===== config.mk =====
export PLATFORM = sky130hd
export DESIGN_NAME = multi_channel_sensor_supervisor
export DESIGN_NICKNAME = d
export VERILOG_FILES = /design/src/rtl/supervisor_pkg.sv /design/src/rtl/supervisor_channel.sv /design/src/rtl/multi_channel_sensor_supervisor.sv
export SDC_FILE = /design/constraint.sdc
export NUM_CORES = 1
export LEC_CHECK = 0
export ABC_AREA = 1
export BUFFER_PORTS_ARGS = -buffer_cell sky130_fd_sc_hd__buf_4
export CORE_MARGIN = 1
export CORE_UTILIZATION = 49
export DETAILED_ROUTE_END_ITERATION = 12
export PLACE_DENSITY = 0.8
export RECOVER_POWER = 50
export SYNTH_ARGS = -nofsm -noshare
export SYNTH_HDL_FRONTEND = slang
export SYNTH_SLANG_ARGS = --single-unit
export TNS_END_PERCENT = 50

===== constraint.sdc =====
create_clock -name clk_16ms -period 2.9 [get_ports clk_16ms]
set_input_delay 0.58 -clock clk_16ms [delete_from_list [all_inputs] [get_ports clk_16ms]]
set_output_delay 0.58 -clock clk_16ms [all_outputs]
set_load 0.02 [all_outputs]

===== src/rtl/supervisor_pkg.sv =====
// supervisor_pkg: shared state encoding and field widths for the sensor supervisor
package supervisor_pkg;
    localparam logic [2:0] ST_IDLE    = 3'd0;
    localparam logic [2:0] ST_MONITOR = 3'd1;
    localparam logic [2:0] ST_TRIP    = 3'd2;
    localparam logic [2:0] ST_WAIT    = 3'd3;
    localparam logic [2:0] ST_LOCKOUT = 3'd4;
    localparam int RC_W = 4;

    typedef enum logic [2:0] {
        S_IDLE    = ST_IDLE,
        S_MONITOR = ST_MONITOR,
        S_TRIP    = ST_TRIP,
        S_WAIT    = ST_WAIT,
        S_LOCKOUT = ST_LOCKOUT
    } state_t;
endpackage


===== src/rtl/supervisor_channel.sv =====
// supervisor_channel: one channel's debounced fault detect, relay trip, timed retry and lockout
module supervisor_channel
    import supervisor_pkg::*;
#(
    parameter int SEN_W      = 16,
    parameter int SEN_REF    = 350,
    parameter int THRESHOLD  = 100,
    parameter int DEBOUNCE   = 3,
    parameter int MAX_RETRY  = 3,
    parameter int WAIT_TICKS = 312
) (
    input  logic             clk_16ms,
    input  logic             rst_n,
    input  logic             en,
    input  logic             ack,
    input  logic [SEN_W-1:0] sen,
    output logic             relay,
    output logic             lockout,
    output logic             lock_nxt,
    output logic [RC_W-1:0]  retry_cnt
);
    localparam int DW = $clog2(DEBOUNCE + 1);
    localparam int TW = $clog2(WAIT_TICKS + 1);

    state_t st, st_n;
    logic [DW-1:0] deb, deb_n;
    logic [TW-1:0] tmr, tmr_n;
    logic [RC_W-1:0] rc_n;
    logic [SEN_W-1:0] diff;
    logic fail;

    assign diff = sen > SEN_W'(SEN_REF) ? sen - SEN_W'(SEN_REF) : SEN_W'(SEN_REF) - sen;
    assign fail = diff > SEN_W'(THRESHOLD);

    always_comb begin
        st_n  = st;
        deb_n = deb;
        tmr_n = tmr;
        rc_n  = retry_cnt;
        case (st)
            S_IDLE: st_n = en ? S_MONITOR : S_IDLE;
            S_MONITOR: begin
                deb_n = fail ? deb + 1'b1 : '0;
                tmr_n = fail ? '0 : tmr + 1'b1;
                if (fail && deb_n == DW'(DEBOUNCE)) st_n = S_TRIP;
                // a full healthy run forgives earlier trips
                if (!fail && tmr_n == TW'(WAIT_TICKS)) begin
                    tmr_n = '0;
                    rc_n  = '0;
                end
            end
            S_TRIP: begin
                rc_n  = retry_cnt + 1'b1;
                tmr_n = '0;
                st_n  = S_WAIT;
            end
            S_WAIT: begin
                tmr_n = tmr + 1'b1;
                if (tmr == TW'(WAIT_TICKS - 1)) begin
                    tmr_n = '0;
                    deb_n = '0;
                    st_n  = retry_cnt == RC_W'(MAX_RETRY) ? S_LOCKOUT : S_MONITOR;
                end
            end
            S_LOCKOUT: st_n = ack ? S_IDLE : S_LOCKOUT;
            default: st_n = S_IDLE;
        endcase
        if (!en && st inside {S_MONITOR, S_TRIP, S_WAIT}) st_n = S_IDLE;
        // entering or sitting in IDLE wipes all per-channel history
        if (st_n == S_IDLE) begin
            deb_n = '0;
            tmr_n = '0;
            rc_n  = '0;
        end
        lock_nxt = st_n == S_LOCKOUT;
    end

    always_ff @(posedge clk_16ms or negedge rst_n) begin
        if (!rst_n) begin
            st        <= S_IDLE;
            deb       <= '0;
            tmr       <= '0;
            retry_cnt <= '0;
            relay     <= 1'b0;
            lockout   <= 1'b0;
        end else begin
            st        <= st_n;
            deb       <= deb_n;
            tmr       <= tmr_n;
            retry_cnt <= rc_n;
            relay     <= st_n inside {S_TRIP, S_WAIT, S_LOCKOUT};
            lockout   <= lock_nxt;
        end
    end
endmodule


===== src/rtl/multi_channel_sensor_supervisor.sv =====
// multi_channel_sensor_supervisor: N_CH independent channel supervisors plus a registered alarm
module multi_channel_sensor_supervisor
    import supervisor_pkg::*;
#(
    parameter int N_CH       = 4,
    parameter int SEN_W      = 16,
    parameter int SEN_REF    = 350,
    parameter int THRESHOLD  = 100,
    parameter int DEBOUNCE   = 3,
    parameter int MAX_RETRY  = 3,
    parameter int WAIT_TICKS = 312
) (
    input  logic                  clk_16ms,
    input  logic                  rst_n,
    input  logic [N_CH-1:0]       ch_en,
    input  logic [N_CH-1:0]       ack,
    input  logic [N_CH*SEN_W-1:0] sen,
    output logic [N_CH-1:0]       relay_out,
    output logic [N_CH-1:0]       lockout,
    output logic                  alarm,
    output logic [N_CH*RC_W-1:0]  retry_cnt
);
    logic [N_CH-1:0] lock_nxt;

    for (genvar i = 0; i < N_CH; i++) begin : g_ch
        supervisor_channel #(
            .SEN_W(SEN_W), .SEN_REF(SEN_REF), .THRESHOLD(THRESHOLD),
            .DEBOUNCE(DEBOUNCE), .MAX_RETRY(MAX_RETRY), .WAIT_TICKS(WAIT_TICKS)
        ) u_ch (
            .clk_16ms (clk_16ms),
            .rst_n    (rst_n),
            .en       (ch_en[i]),
            .ack      (ack[i]),
            .sen      (sen[i*SEN_W +: SEN_W]),
            .relay    (relay_out[i]),
            .lockout  (lockout[i]),
            .lock_nxt (lock_nxt[i]),
            .retry_cnt(retry_cnt[i*RC_W +: RC_W])
        );
    end

    always_ff @(posedge clk_16ms or negedge rst_n) begin
        if (!rst_n) alarm <= 1'b0;
        else alarm <= |lock_nxt;
    end
endmodule

# Word-level counts from Yosys, hierarchy flattened
# Index checks and enable logic that the tools add are counted.
# word_totals
inputBits	74
elab_cells	242
output_inout_bits	25
regBits	81
# op_classes
n_mux	80
reduce_logical	57
order_cmp	8
eq_ne	52
n_addsub	20
# op_table
op	count
$mux 9	16
$pmux 9 s3	4
$eq 9x9->1 const B	8
$gt 16x7->1 const B	4
$gt 16x9->1 const B	4
$mux 16	4
$sub 16x9->16 const B	4
$sub 9x16->16 const A	4
$mux 3	20
$pmux 3 s5	4
$eq 3x2->1 const B	16
$reduce_bool 3->1	16
$add 9x1->9 const B	4
$mux 4	8
$pmux 4 s2	4
$eq 3x3->1 const B	8
$logic_not 3->1	8
$mux 2	12
$ne 3x2->1 const B	8
$add 4x1->4 const B	4
$eq 4x2->1 const B	4
$pmux 2 s2	4
$reduce_and 2->1	8
$reduce_bool 4->1	4
7 further kinds	37

# Depth between registers and ports, before layout
# Gate-level depths: netlist (run 1).
# depth
word_depth	12
ltp_mapped	23
mapped_depth_nobuf	23

# Cells and area by module
# From an unflattened synthesis (run 1), not the netlist that was laid out.
# hier_totals
hier_cells	1513
hier_area_um2	9068.7
# by_module_without_submodules
mod	seq_area_each_um2	area_each_um2	cells_per_inst	instances
supervisor_channel at g_ch[0].u_ch ...	500.5	2270.9	379	3
supervisor_channel at g_ch[1].u_ch	500.5	2219.6	372	1
multi_channel_sensor_supervisor	25.0	36.3	4	1

# Worst setup path before layout (run 1)
# OpenSTA, ideal clock, no wires.
# synth_timing
path_type	input-to-reg
start	input sen[33]
end	register g_ch[2].u_ch.tmr[7]
required_time_ns	2.782
path_slack_ns	0.240
path_buffers	2
setup_ns	0.118
arrival_time_ns	2.542
path_stages	22
path_cell_list	ha_1 -> inv_1 -> o21ai_1 -> nor2_1 -> o21bai_1 -> nand2_1 -> nand2_1 -> nand2_1 -> nand2_1 -> nand2_1 -> inv_1 -> nand2_1 -> nor2_4 -> nand2_2 -> buf_6 -> nand3_2 -> nand2_1 -> nand2_2 -> nand3_4 -> buf_6 -> nand3_1 -> nand2_1
# synth_between
elab_chain_len	11
word_cells_on_any_way	20
cone_classes	add/sub: 2; order compare: 2; eq/ne: 2; mux: 9; reduce/logical: 5
# synth_rtl
item	line_no	source
start, declared	multi_channel_sensor_supervisor.sv:17	input logic [N_CH*SEN_W-1:0] sen,
$sub 9x16->16 (tied with other cells)	supervisor_channel.sv:32	assign diff = sen > SEN_W'(SEN_REF) ? sen - SEN_W'(SEN_REF) : SEN_W'(SEN_REF) - sen;
$mux 16 *	supervisor_channel.sv:32	
$gt 16x7->1 *	supervisor_channel.sv:33	assign fail = diff > SEN_W'(THRESHOLD);
$mux 2	supervisor_channel.sv:43	deb_n = fail ? deb + 1'b1 : '0;
$eq 2x2->1	supervisor_channel.sv:45	if (fail && deb_n == DW'(DEBOUNCE)) st_n = S_TRIP;
$logic_and 1x1->1	supervisor_channel.sv:45	
$mux 3	supervisor_channel.sv:45	
$pmux 3 s5	supervisor_channel.sv:40	case (st)
$mux 3	supervisor_channel.sv:68	if (!en && st inside {S_MONITOR, S_TRIP, S_WAIT}) st_n = S_IDLE;
$logic_not 3->1	supervisor_channel.sv:70	if (st_n == S_IDLE) begin
$reduce_bool 4->1 (no source line) / $mux 9 (equally long branches)	-	
end signal, assigned	supervisor_channel.sv:89	tmr <= tmr_n;
end, declared	supervisor_channel.sv:27	logic [TW-1:0] tmr, tmr_n;
# Every way passes the cells marked *; elsewhere a longest branch is shown, timed or not.
# A chain may end at the register's enable or synchronous reset.

# Worst setup path in the final report (run 1)
# layout_timing
start	register g_ch[0].u_ch.tmr[1]
end	register g_ch[0].u_ch.tmr[0]
# layout_between
word_cells_on_any_way	14
cone_classes	add/sub: 1; eq/ne: 2; mux: 8; reduce/logical: 3
# layout_lines
item	line_no	source
start, declared	supervisor_channel.sv:27	
start signal, assigned	supervisor_channel.sv:89	
$eq 9x9->1 *	supervisor_channel.sv:59	if (tmr == TW'(WAIT_TICKS - 1)) begin
$mux 3 *	supervisor_channel.sv:59	
$pmux 3 s5 *	supervisor_channel.sv:40	
$mux 3 *	supervisor_channel.sv:68	
named net g_ch[0].u_ch.st_n[2]	supervisor_channel.sv:25	state_t st, st_n;
$logic_not 3->1 *	supervisor_channel.sv:70	
$reduce_bool 4->1 (no source line) / $mux 9 (equally long branches)	-	
# Mark *: on every way through the listed nets, which the timed path passes. The rest lies on a longest branch.

==> report_table.html, run 1 <==
<table>
<tr><th>Metric</th><th>Value</th></tr>
<tr><th colspan="2">Status</th></tr>
<tr><td>Outcome</td><td>finished, violations left</td></tr>
<tr><td>Violations in the final reports</td><td>capacitance limit, slew limit</td></tr>
<tr><th colspan="2">CTS</th></tr>
<tr><td>TritonCTS clock tree</td><td>done</td></tr>
<tr><td>Deepest clock path buffer count</td><td>2</td></tr>
<tr><td>Hold buffer count at cts</td><td>0</td></tr>
<tr><td>H-tree lvl count</td><td>3</td></tr>
<tr><td>Clock latency reported for the late side of the worst-skew pair</td><td>350 ps</td></tr>
<tr><td>TritonCTS sink count</td><td>81</td></tr>
<tr><td>Clock slew seen by the registers of the worst setup and hold paths</td><td>60 ps</td></tr>
<tr><td>Root buffer selected by CTS</td><td>clkbuf_16</td></tr>
<tr><td>Number of buffers added by the clock tree synthesis step</td><td>9</td></tr>
<tr><th colspan="2">Logic synthesis</th></tr>
<tr><td>Largest cells by area after synthesis</td><td>dfrtp_1 23%, nand2_1 19%, inv_1 8.9%</td></tr>
<tr><td>Post-synth EDFFs</td><td>0</td></tr>
<tr><td>Xor-xnor portion of the synthesized cell area</td><td>0.06909</td></tr>
<tr><td>Mean post-synth cell area</td><td>6.029 sq um</td></tr>
<tr><td>Fraction of the mapped netlist area in compound gates</td><td>0.1172</td></tr>
<tr><td>Main flop type after synthesis</td><td>dfrtp_1</td></tr>
<tr><td>Fraction of synthesized cell area taken by the top area cell type</td><td>0.2252</td></tr>
<tr><td>Biggest area consumer among synthesized cells</td><td>dfrtp_1</td></tr>
<tr><td>Number of warnings reported in the yosys synthesis log</td><td>0</td></tr>
<tr><td>Post-synth top cells</td><td>467 x nand2_1, 213 x inv_1, 154 x nor2_1</td></tr>
<tr><td>Post-Synth Simple-Gate Area</td><td>0.4386</td></tr>
<tr><td>Post-Synthesis Net Count</td><td>1583</td></tr>
<tr><td>Async set-or-reset flop fraction in the synthesized netlist</td><td>1.000</td></tr>
<tr><td>Post-Syn Instances</td><td>1493</td></tr>
<tr><td>Dominant combinational cell family by area after synthesis</td><td>simple AND/OR/NAND/NOR gates</td></tr>
<tr><td>Cell Area, Synth</td><td>9001 sq um</td></tr>
<tr><td>Share of the yosys chip area belonging to registers</td><td>0.2252</td></tr>
<tr><td>Dominant cell by count in the synthesized netlist</td><td>nand2_1</td></tr>
<tr><td>Count of cell types in the netlist</td><td>48</td></tr>
<tr><td>Adder-cell share of the synthesized area</td><td>0.02224</td></tr>
<tr><td>Number of storage elements in the synthesis netlist</td><td>81</td></tr>
<tr><td>Mux cell area share after synthesis</td><td>0.005560</td></tr>
<tr><th colspan="2">STA</th></tr>
<tr><td>Transition time of the tightest slew-check pin</td><td>2061 ps</td></tr>
<tr><td>Final Skew</td><td>5.662 ps</td></tr>
<tr><td>Max Fclk</td><td>381.9 MHz</td></tr>
<tr><td>Hold WS</td><td>499.8 ps</td></tr>
<tr><td>Final hold viol count</td><td>0</td></tr>
<tr><td>Worst rel slew slack</td><td>-0.3739</td></tr>
<tr><td>Unrepaired setup endpoints after global routing</td><td>no</td></tr>
<tr><td>Clock period minus final worst setup slack</td><td>2619 ps</td></tr>
<tr><td>Slew Viols, Final</td><td>82</td></tr>
<tr><td>Period utilization</td><td>0.9029</td></tr>
<tr><td>Final number of setup-violating endpoints</td><td>0</td></tr>
<tr><th colspan="2">Pwr</th></tr>
<tr><td>Cell Pwr Density</td><td>506.2 nW/um^2</td></tr>
<tr><td>Highest ir drop seen on vdd</td><td>0.4473 mV</td></tr>
<tr><td>Leakage power</td><td>0.005804 uW</td></tr>
<tr><th colspan="2">Global routing</th></tr>
<tr><td>Antenna violations before repair</td><td>0</td></tr>
<tr><td>Leftover overflow at the end of global routing</td><td>0</td></tr>
<tr><td>Largest net degree at the start of global routing</td><td>82</td></tr>
<tr><td>Number of global-route vias before repair</td><td>8723</td></tr>
<tr><td>Wire length of the first global-routing pass</td><td>38.25 mm</td></tr>
<tr><td>All-layer global routing usage</td><td>0.2450</td></tr>
<tr><th colspan="2">Floorplanning</th></tr>
<tr><td>Die H</td><td>137.5 um</td></tr>
<tr><td>Placeable Area</td><td>17960 sq um</td></tr>
<tr><td>Standard-cell row count</td><td>49</td></tr>
<tr><td>Initial standard-cell utilization of the core</td><td>0.5011</td></tr>
<tr><td>I/O pin cnt</td><td>99</td></tr>
<tr><td>Die W</td><td>137.5 um</td></tr>
<tr><td>Die Outline Area</td><td>18920 sq um</td></tr>
<tr><th colspan="2">Setup path</th></tr>
<tr><td>Required time at the endpoint of the critical path</td><td>3160 ps</td></tr>
<tr><td>Worst reg2reg endpoint</td><td>g_ch[0].u_ch.tmr[0]</td></tr>
<tr><td>Worst flop-to-flop path startpoint</td><td>g_ch[0].u_ch.tmr[1]</td></tr>
<tr><td>Data arrival time at the worst-slack endpoint</td><td>2880 ps</td></tr>
<tr><td>Worst R2R Setup Slack</td><td>280 ps</td></tr>
<tr><td>Worst setup EP type</td><td>register</td></tr>
<tr><td>Startpoint-to-endpoint class of the critical path</td><td>reg2reg</td></tr>
<tr><td>Largest fanout of any net on the critical path</td><td>19</td></tr>
<tr><td>Number of cells on the worst reg-to-reg path</td><td>11</td></tr>
<tr><td>CP startpoint kind</td><td>register</td></tr>
<tr><th colspan="2">Detailed routing</th></tr>
<tr><td>Total Wirelength</td><td>22.54 mm</td></tr>
<tr><td>Post-route antenna net violation count</td><td>0</td></tr>
<tr><td>Post-route DRC violation count</td><td>0</td></tr>
<tr><td>Total number of vias</td><td>9844</td></tr>
<tr><td>Number of design-rule violations left by the first detailed-router iteration</td><td>618</td></tr>
<tr><td>Number of search-and-repair iterations in the first detailed-routing pass</td><td>5</td></tr>
<tr><td>Average wire length per cell after detail routing</td><td>12.02 um</td></tr>
<tr><td>Vias per cell</td><td>5.250</td></tr>
<tr><th colspan="2">Run</th></tr>
<tr><td>Number of max-cap violations</td><td>1</td></tr>
<tr><th colspan="2">Layout</th></tr>
<tr><td>Share of cells above drive strength 1</td><td>0.1416</td></tr>
<tr><td>Antenna Cells</td><td>0</td></tr>
<tr><td>Layout-stage area growth over the synthesis result</td><td>18.36%</td></tr>
<tr><td>Final Util</td><td>0.5931</td></tr>
<tr><td>Net count reported at finish</td><td>1731</td></tr>
<tr><td>Fillers</td><td>1795</td></tr>
<tr><th colspan="2">Placed design</th></tr>
<tr><td>Half-perimeter wire length after detailed placement</td><td>17.45 mm</td></tr>
<tr><td>Final estimated routing congestion in global placement</td><td>0.9227</td></tr>
<tr><td>I/O Buffers</td><td>98</td></tr>
<tr><th colspan="2">Worst hold path</th></tr>
<tr><td>Hold Path Class</td><td>in2reg</td></tr>
<tr><td>Worst Hold Launch</td><td>ack[1]</td></tr>
<tr><td>Endpoint, Worst Hold</td><td>g_ch[1].u_ch.lockout</td></tr>
<tr><td>Number of cells on the worst hold path</td><td>3</td></tr>
</table>
critical path, stage by stage, from the launching register on:
cell	delay, ps
dfrtp_1	380
ha_1	180
nand2_1	50
inv_1	120
nand4_1	210
nor4_1	430
nand2_1	130
a21oi_1	290
inv_1	160
nand3_4	250
nand3_4	150
o21ai_0	180
placed cells by master, fill, tap and decap left out, types with 9 or more instances in the layout:
master     netlist  routed
xnor2_1         18      18
clkbuf_1         6      12
buf_4           12     156
nor2_1         154     153
a21oi_1         49      49
nand2_1        467     465
o211ai_1        21      21
clkbuf_16        0       9
inv_1          213     213
xor2_1          53      53
dfrtp_1         81      81
nand2_2          8      10
nor3_1          18      18
nand3b_1         9       9
o21ai_0         62      62
nand4_1         48      48
nand3_1        133     133
ha_1            16      16
worst max-delay path by stage:
stage | from | endpoint | slack (ps)
floorplan | sen[33] | g_ch[2].u_ch.tmr[7] | 240
global placement | sen[25] | g_ch[1].u_ch.tmr[5] | 20
detailed placement | sen[25] | g_ch[1].u_ch.retry_cnt[3] | -40
CTS | g_ch[1].u_ch.tmr[0] | g_ch[1].u_ch.tmr[4] | 290
global route | sen[43] | g_ch[2].u_ch.tmr[7] | 20
finish | g_ch[0].u_ch.tmr[1] | g_ch[0].u_ch.tmr[0] | 280
cell type report:
type | instances | area (sq um) | area share
clock buffers | 12 | 266.5 | 0.02501
clock inverters | 4 | 97.59 | 0.009160
inverters | 226 | 849.6 | 0.07974
multi-input cells | 1154 | 5906 | 0.5543
flip-flops and latches | 81 | 2027 | 0.1903
well taps | 229 | 286.5 | 0.02689
repair buffers | 169 | 1221 | 0.1146
cell families (layout without fill, tap and decap cells):
group,after synthesis,count (layout)
buffers and inverters,259,411
XOR/XNOR,71,71
adder cells (fa/ha/maj),16,16
AO/OA/AOI/OAI,178,178
flip-flops,81,81
AND/OR/NAND/NOR,883,884
multiplexers,5,5
registers in the layout, summed over array words and instances (netlist names):
register / count
g_ch.u_ch.relay: 4
g_ch.u_ch.lockout: 4
g_ch.u_ch.st: 12
g_ch.u_ch.deb: 8
g_ch.u_ch.tmr: 36
alarm: 1
g_ch.u_ch.retry_cnt: 16
repair_timing:
item | 4_1_cts | 5_1_grt
endpoints found under the setup margin | 0 | 4
gates resized for setup | 0 | 5
setup buffers | 0 | 0
metal layers:
layer,up-vias,wire [um],global-route usage
met2,280,10490,0.4056
met1,4435,10470,0.3295
met4,0,294,0.07570
met3,23,1287,0.03164
met5,-,0,0
li1,5106,-,-
stage by stage:
step / cell area (sq um) / total power, uW / setup WS [ps] / TNS (ps) / std cells
2_1_floorplan: 9001 / 3320 / 239.7 / 0 / 1493
3_3_place_gp: 10310 / 3901 / 20.23 / 0 / 1858
3_5_place_dp: 10310 / 3957 / -41.46 / -359.2 / 1858
4_1_cts: 10670 / 5354 / 293.2 / 0 / 1874
5_1_grt: 10650 / 5822 / 19.26 / 0 / 1875
6_report: 10650 / 5393 / 281.4 / 0 / 1875
where the power goes:
part	internal [uW]	switching, uW	leakage, uW
clock	912	467	0.000175
combinational	817	1700	0.00452
sequential	1300	189	0.00111
(Power assumes the default switching activity.)
==> run 2, diff against run 1 <==
--- a/config.mk
+++ b/config.mk
@@ -5,12 +5,11 @@
 export SDC_FILE = /design/constraint.sdc
 export NUM_CORES = 1
 export LEC_CHECK = 0
-export ABC_AREA = 1
 export BUFFER_PORTS_ARGS = -buffer_cell sky130_fd_sc_hd__buf_4
 export CORE_MARGIN = 1
 export CORE_UTILIZATION = 49
 export DETAILED_ROUTE_END_ITERATION = 12
-export PLACE_DENSITY = 0.8
+export PLACE_DENSITY = 0.81
 export RECOVER_POWER = 50
 export SYNTH_ARGS = -nofsm -noshare
 export SYNTH_HDL_FRONTEND = slang
==> report_table.html, run 2 <==
<table>
<tr><th>Metric</th><th>Value</th></tr>
<tr><th colspan="2">STA</th></tr>
<tr><td>Clock period minus final worst setup slack</td><td>3007 ps</td></tr>
<tr><td>Final Skew</td><td>8.283 ps</td></tr>
<tr><td>Worst rel slew slack</td><td>-0.2906</td></tr>
<tr><td>Sum Neg Setup Slack</td><td>-480.0 ps</td></tr>
<tr><td>Final hold viol count</td><td>0</td></tr>
<tr><td>Post-route worst setup slack</td><td>-106.9 ps</td></tr>
<tr><td>Max Fclk</td><td>332.6 MHz</td></tr>
<tr><td>Final number of setup-violating endpoints</td><td>11</td></tr>
<tr><td>Unrepaired setup endpoints after global routing</td><td>yes</td></tr>
<tr><td>Period utilization</td><td>1.037</td></tr>
<tr><td>Transition time of the tightest slew-check pin</td><td>1936 ps</td></tr>
<tr><td>Slew Viols, Final</td><td>82</td></tr>
<tr><th colspan="2">Logic synthesis</th></tr>
<tr><td>Dominant cell by count in the synthesized netlist</td><td>nor2_1</td></tr>
<tr><td>Number of warnings reported in the yosys synthesis log</td><td>0</td></tr>
<tr><td>Cell Area, Synth</td><td>7343 sq um</td></tr>
<tr><td>Post-Syn Instances</td><td>956</td></tr>
<tr><td>Post-synth top cells</td><td>94 x nor2_1, 82 x nand2_1, 81 x dfrtp_1</td></tr>
<tr><td>Biggest area consumer among synthesized cells</td><td>dfrtp_1</td></tr>
<tr><td>Count of cell types in the netlist</td><td>72</td></tr>
<tr><td>Main flop type after synthesis</td><td>dfrtp_1</td></tr>
<tr><td>Post-synth EDFFs</td><td>0</td></tr>
<tr><td>Largest cells by area after synthesis</td><td>dfrtp_1 28%, nor2_1 4.8%, nand2_1 4.2%</td></tr>
<tr><td>Mean post-synth cell area</td><td>7.681 sq um</td></tr>
<tr><td>Async set-or-reset flop fraction in the synthesized netlist</td><td>1.000</td></tr>
<tr><td>Share of the yosys chip area belonging to registers</td><td>0.2760</td></tr>
<tr><td>Fraction of synthesized cell area taken by the top area cell type</td><td>0.2760</td></tr>
<tr><td>Number of storage elements in the synthesis netlist</td><td>81</td></tr>
<tr><td>Post-Synthesis Net Count</td><td>1046</td></tr>
<tr><th colspan="2">CTS</th></tr>
<tr><td>Root buffer selected by CTS</td><td>clkbuf_16</td></tr>
<tr><td>Clock slew seen by the registers of the worst setup and hold paths</td><td>60 ps</td></tr>
<tr><td>H-tree lvl count</td><td>3</td></tr>
<tr><td>Deepest clock path buffer count</td><td>2</td></tr>
<tr><td>Clock latency reported for the late side of the worst-skew pair</td><td>340 ps</td></tr>
<tr><td>TritonCTS sink count</td><td>81</td></tr>
<tr><td>TritonCTS clock tree</td><td>done</td></tr>
<tr><td>Number of buffers added by the clock tree synthesis step</td><td>9</td></tr>
<tr><th colspan="2">Layout</th></tr>
<tr><td>Number of flip-flops in the largest register</td><td>36</td></tr>
<tr><td>Area taken by flip-flops and latches</td><td>2027 sq um</td></tr>
<tr><td>Final instance area</td><td>9642 sq um</td></tr>
<tr><td>Most common cell after layout, fill and taps aside</td><td>buf_4</td></tr>
<tr><td>Largest Register</td><td>g_ch.u_ch.tmr</td></tr>
<tr><td>Antenna Cells</td><td>0</td></tr>
<tr><td>Share of cells above drive strength 1</td><td>0.2657</td></tr>
<tr><td>Layout-stage area growth over the synthesis result</td><td>31.30%</td></tr>
<tr><td>Top library cells by usage in the layout, fill and taps aside</td><td>220 x buf_4, 93 x nor2_1, 82 x nand2_1</td></tr>
<tr><td>Final Util</td><td>0.6609</td></tr>
<tr><td>Fillers</td><td>1246</td></tr>
<tr><td>Area of combinational cells with multiple inputs</td><td>5240 sq um</td></tr>
<tr><td>Net count reported at finish</td><td>1233</td></tr>
<tr><td>Largest registers</td><td>g_ch.u_ch.tmr x36, g_ch.u_ch.retry_cnt x16, g_ch.u_ch.st x12</td></tr>
<tr><th colspan="2">Global routing</th></tr>
<tr><td>Wire length of the first global-routing pass</td><td>32.59 mm</td></tr>
<tr><td>Largest net degree at the start of global routing</td><td>82</td></tr>
<tr><td>Number of global-route vias before repair</td><td>7143</td></tr>
<tr><td>Antenna violations before repair</td><td>0</td></tr>
<tr><td>Leftover overflow at the end of global routing</td><td>0</td></tr>
<tr><td>All-layer global routing usage</td><td>0.2457</td></tr>
<tr><th colspan="2">Floorplanning</th></tr>
<tr><td>Die W</td><td>124.4 um</td></tr>
<tr><td>Initial standard-cell utilization of the core</td><td>0.5033</td></tr>
<tr><td>I/O pin cnt</td><td>99</td></tr>
<tr><td>Die H</td><td>124.4 um</td></tr>
<tr><td>Placeable Area</td><td>14590 sq um</td></tr>
<tr><td>Standard-cell row count</td><td>44</td></tr>
<tr><td>Die Outline Area</td><td>15480 sq um</td></tr>
<tr><th colspan="2">Detailed routing</th></tr>
<tr><td>Post-route antenna net violation count</td><td>0</td></tr>
<tr><td>Number of design-rule violations left by the first detailed-router iteration</td><td>628</td></tr>
<tr><td>Average wire length per cell after detail routing</td><td>14.36 um</td></tr>
<tr><td>Number of search-and-repair iterations in the first detailed-routing pass</td><td>5</td></tr>
<tr><td>Vias per cell</td><td>5.967</td></tr>
<tr><td>Total number of vias</td><td>7948</td></tr>
<tr><td>Post-route DRC violation count</td><td>0</td></tr>
<tr><td>Total Wirelength</td><td>19.13 mm</td></tr>
<tr><th colspan="2">Setup path</th></tr>
<tr><td>Worst setup EP type</td><td>register</td></tr>
<tr><td>Number of cells on the worst reg-to-reg path</td><td>10</td></tr>
<tr><td>Worst path bufs/invs</td><td>3</td></tr>
<tr><td>Total number of cells along the worst setup path</td><td>12</td></tr>
<tr><td>CP max-delay cell</td><td>or4_4</td></tr>
<tr><td>Largest fanout of any net on the critical path</td><td>4</td></tr>
<tr><td>Required time at the endpoint of the critical path</td><td>3180 ps</td></tr>
<tr><td>Kind of cell adding the most delay to the critical path</td><td>simple AND/OR/NAND/NOR gates</td></tr>
<tr><td>Crit-path cells</td><td>buf_6 &gt; or3_4 &gt; or4_4 &gt; or4_4 &gt; a21oi_4 &gt; o311ai_4 &gt; a211oi_4 &gt; a31oi_4 &gt; buf_4 &gt; buf_4 &gt; a21oi_1 &gt; a21o_1</td></tr>
<tr><td>CP startpoint kind</td><td>input pin</td></tr>
<tr><td>Data arrival time at the worst-slack endpoint</td><td>3290 ps</td></tr>
<tr><td>Startpoint-to-endpoint class of the critical path</td><td>in2reg</td></tr>
<tr><td>Slowest cell delay on critical path</td><td>520 ps</td></tr>
<tr><th colspan="2">Pwr</th></tr>
<tr><td>Leakage power</td><td>0.004191 uW</td></tr>
<tr><td>Highest ir drop seen on vdd</td><td>0.3017 mV</td></tr>
<tr><td>Cell Pwr Density</td><td>349.0 nW/um^2</td></tr>
<tr><th colspan="2">Placed design</th></tr>
<tr><td>Cell area reported after detailed placement</td><td>9165 sq um</td></tr>
<tr><td>I/O Buffers</td><td>98</td></tr>
<tr><td>Final estimated routing congestion in global placement</td><td>0.9048</td></tr>
<tr><td>Half-perimeter wire length after detailed placement</td><td>14.69 mm</td></tr>
<tr><td>DP Worst Slack</td><td>-601.2 ps</td></tr>
<tr><th colspan="2">Worst hold path</th></tr>
<tr><td>Hold Path Class</td><td>reg2reg</td></tr>
<tr><td>Number of cells on the worst hold path</td><td>1</td></tr>
<tr><th colspan="2">Status</th></tr>
<tr><td>Outcome</td><td>finished, violations left</td></tr>
<tr><td>Violations in the final reports</td><td>capacitance limit, slew limit, setup timing</td></tr>
<tr><th colspan="2">Run</th></tr>
<tr><td>Number of max-cap violations</td><td>1</td></tr>
</table>
run 2: changes by cell type in the layout (fill, tap and decap cells not counted), sizes merged, moves of 15 or more:
cell and change:
and3 +18, buf +68, inv -188, nand2 -394, nand2b +28, nand3 -103
nand4 -25, nor2 -69, nor2b +25, o21ai -15, xor2 -31
run 2: cell families after synthesis:
group | count (synthesis) | share of synthesized area
buffers and inverters | 83 | 0.04703
multiplexers | 8 | 0.01125
adder cells (fa/ha/maj) | 16 | 0.02726
flip-flops | 81 | 0.2760
XOR/XNOR | 45 | 0.05367
AND/OR/NAND/NOR | 439 | 0.3139
AO/OA/AOI/OAI | 284 | 0.2709
run 2: per-layer routing:
metal | vias to the layer above | track usage | share of wire
met2 | 248 | 0.3984 | 0.47
met1 | 3720 | 0.3436 | 0.47
li1 | 3960 | - | -
met3 | 20 | 0.03995 | 0.050
met4 | 0 | 0.05174 | 0.010
met5 | - | 0 | 0
run 2: worst paths after layout:
| check | startpoint | to | slack (ps) |
|---|---|---|---|
| worst max-delay path | sen[57] | g_ch[3].u_ch.tmr[5] | -110 |
| worst min-delay path | g_ch[0].u_ch.deb[1] | g_ch[0].u_ch.deb[1] | 500 |
| worst max register to register | g_ch[3].u_ch.tmr[0] | g_ch[3].u_ch.tmr[4] | 110 |
| worst min register to register | g_ch[0].u_ch.deb[1] | g_ch[0].u_ch.deb[1] | 500 |
| max in group asynchronous | rst_n | g_ch[3].u_ch.tmr[0] | 970 |
| min in group asynchronous | rst_n | g_ch[2].u_ch.tmr[6] | 770 |
run 2: metrics by stage:
| step | hold WS [ps] | cells | power [uW] |
|---|---|---|---|
| 3_5_place_dp | 482.9 | 1313 | 2175 |
| 5_1_grt | 538.0 | 1332 | 3558 |
| 6_report | 504.6 | 1332 | 3365 |
| 3_3_place_gp | 473.4 | 1313 | 2157 |
| 4_1_cts | 438.5 | 1330 | 3372 |
| 2_1_floorplan | 284.4 | 956 | 1814 |
run 2: area by class of cell:
| class | count | area share |
|---|---|---|
| multi-input cells | 792 | 0.5435 |
| well taps | 184 | 0.02388 |
| clock inverters | 6 | 0.007916 |
| repair buffers | 227 | 0.1773 |
| flip-flops and latches | 81 | 0.2102 |
| inverters | 32 | 0.01246 |
| clock buffers | 10 | 0.02479 |
run 2: timing repair:
action                     CTS  global route
pin swaps                   12            14
resized for setup           17            19
hold buffers                 0             0
setup buffers                1             2
setup endpoints to repair   17            41
run 2: report_power, final:
part | leakage [uW] | total, uW | internal, uW | switching [uW]
clock | 0.000155 | 1180 | 702 | 474
combinational | 0.00292 | 922 | 424 | 498
sequential | 0.00111 | 1270 | 1190 | 77.4
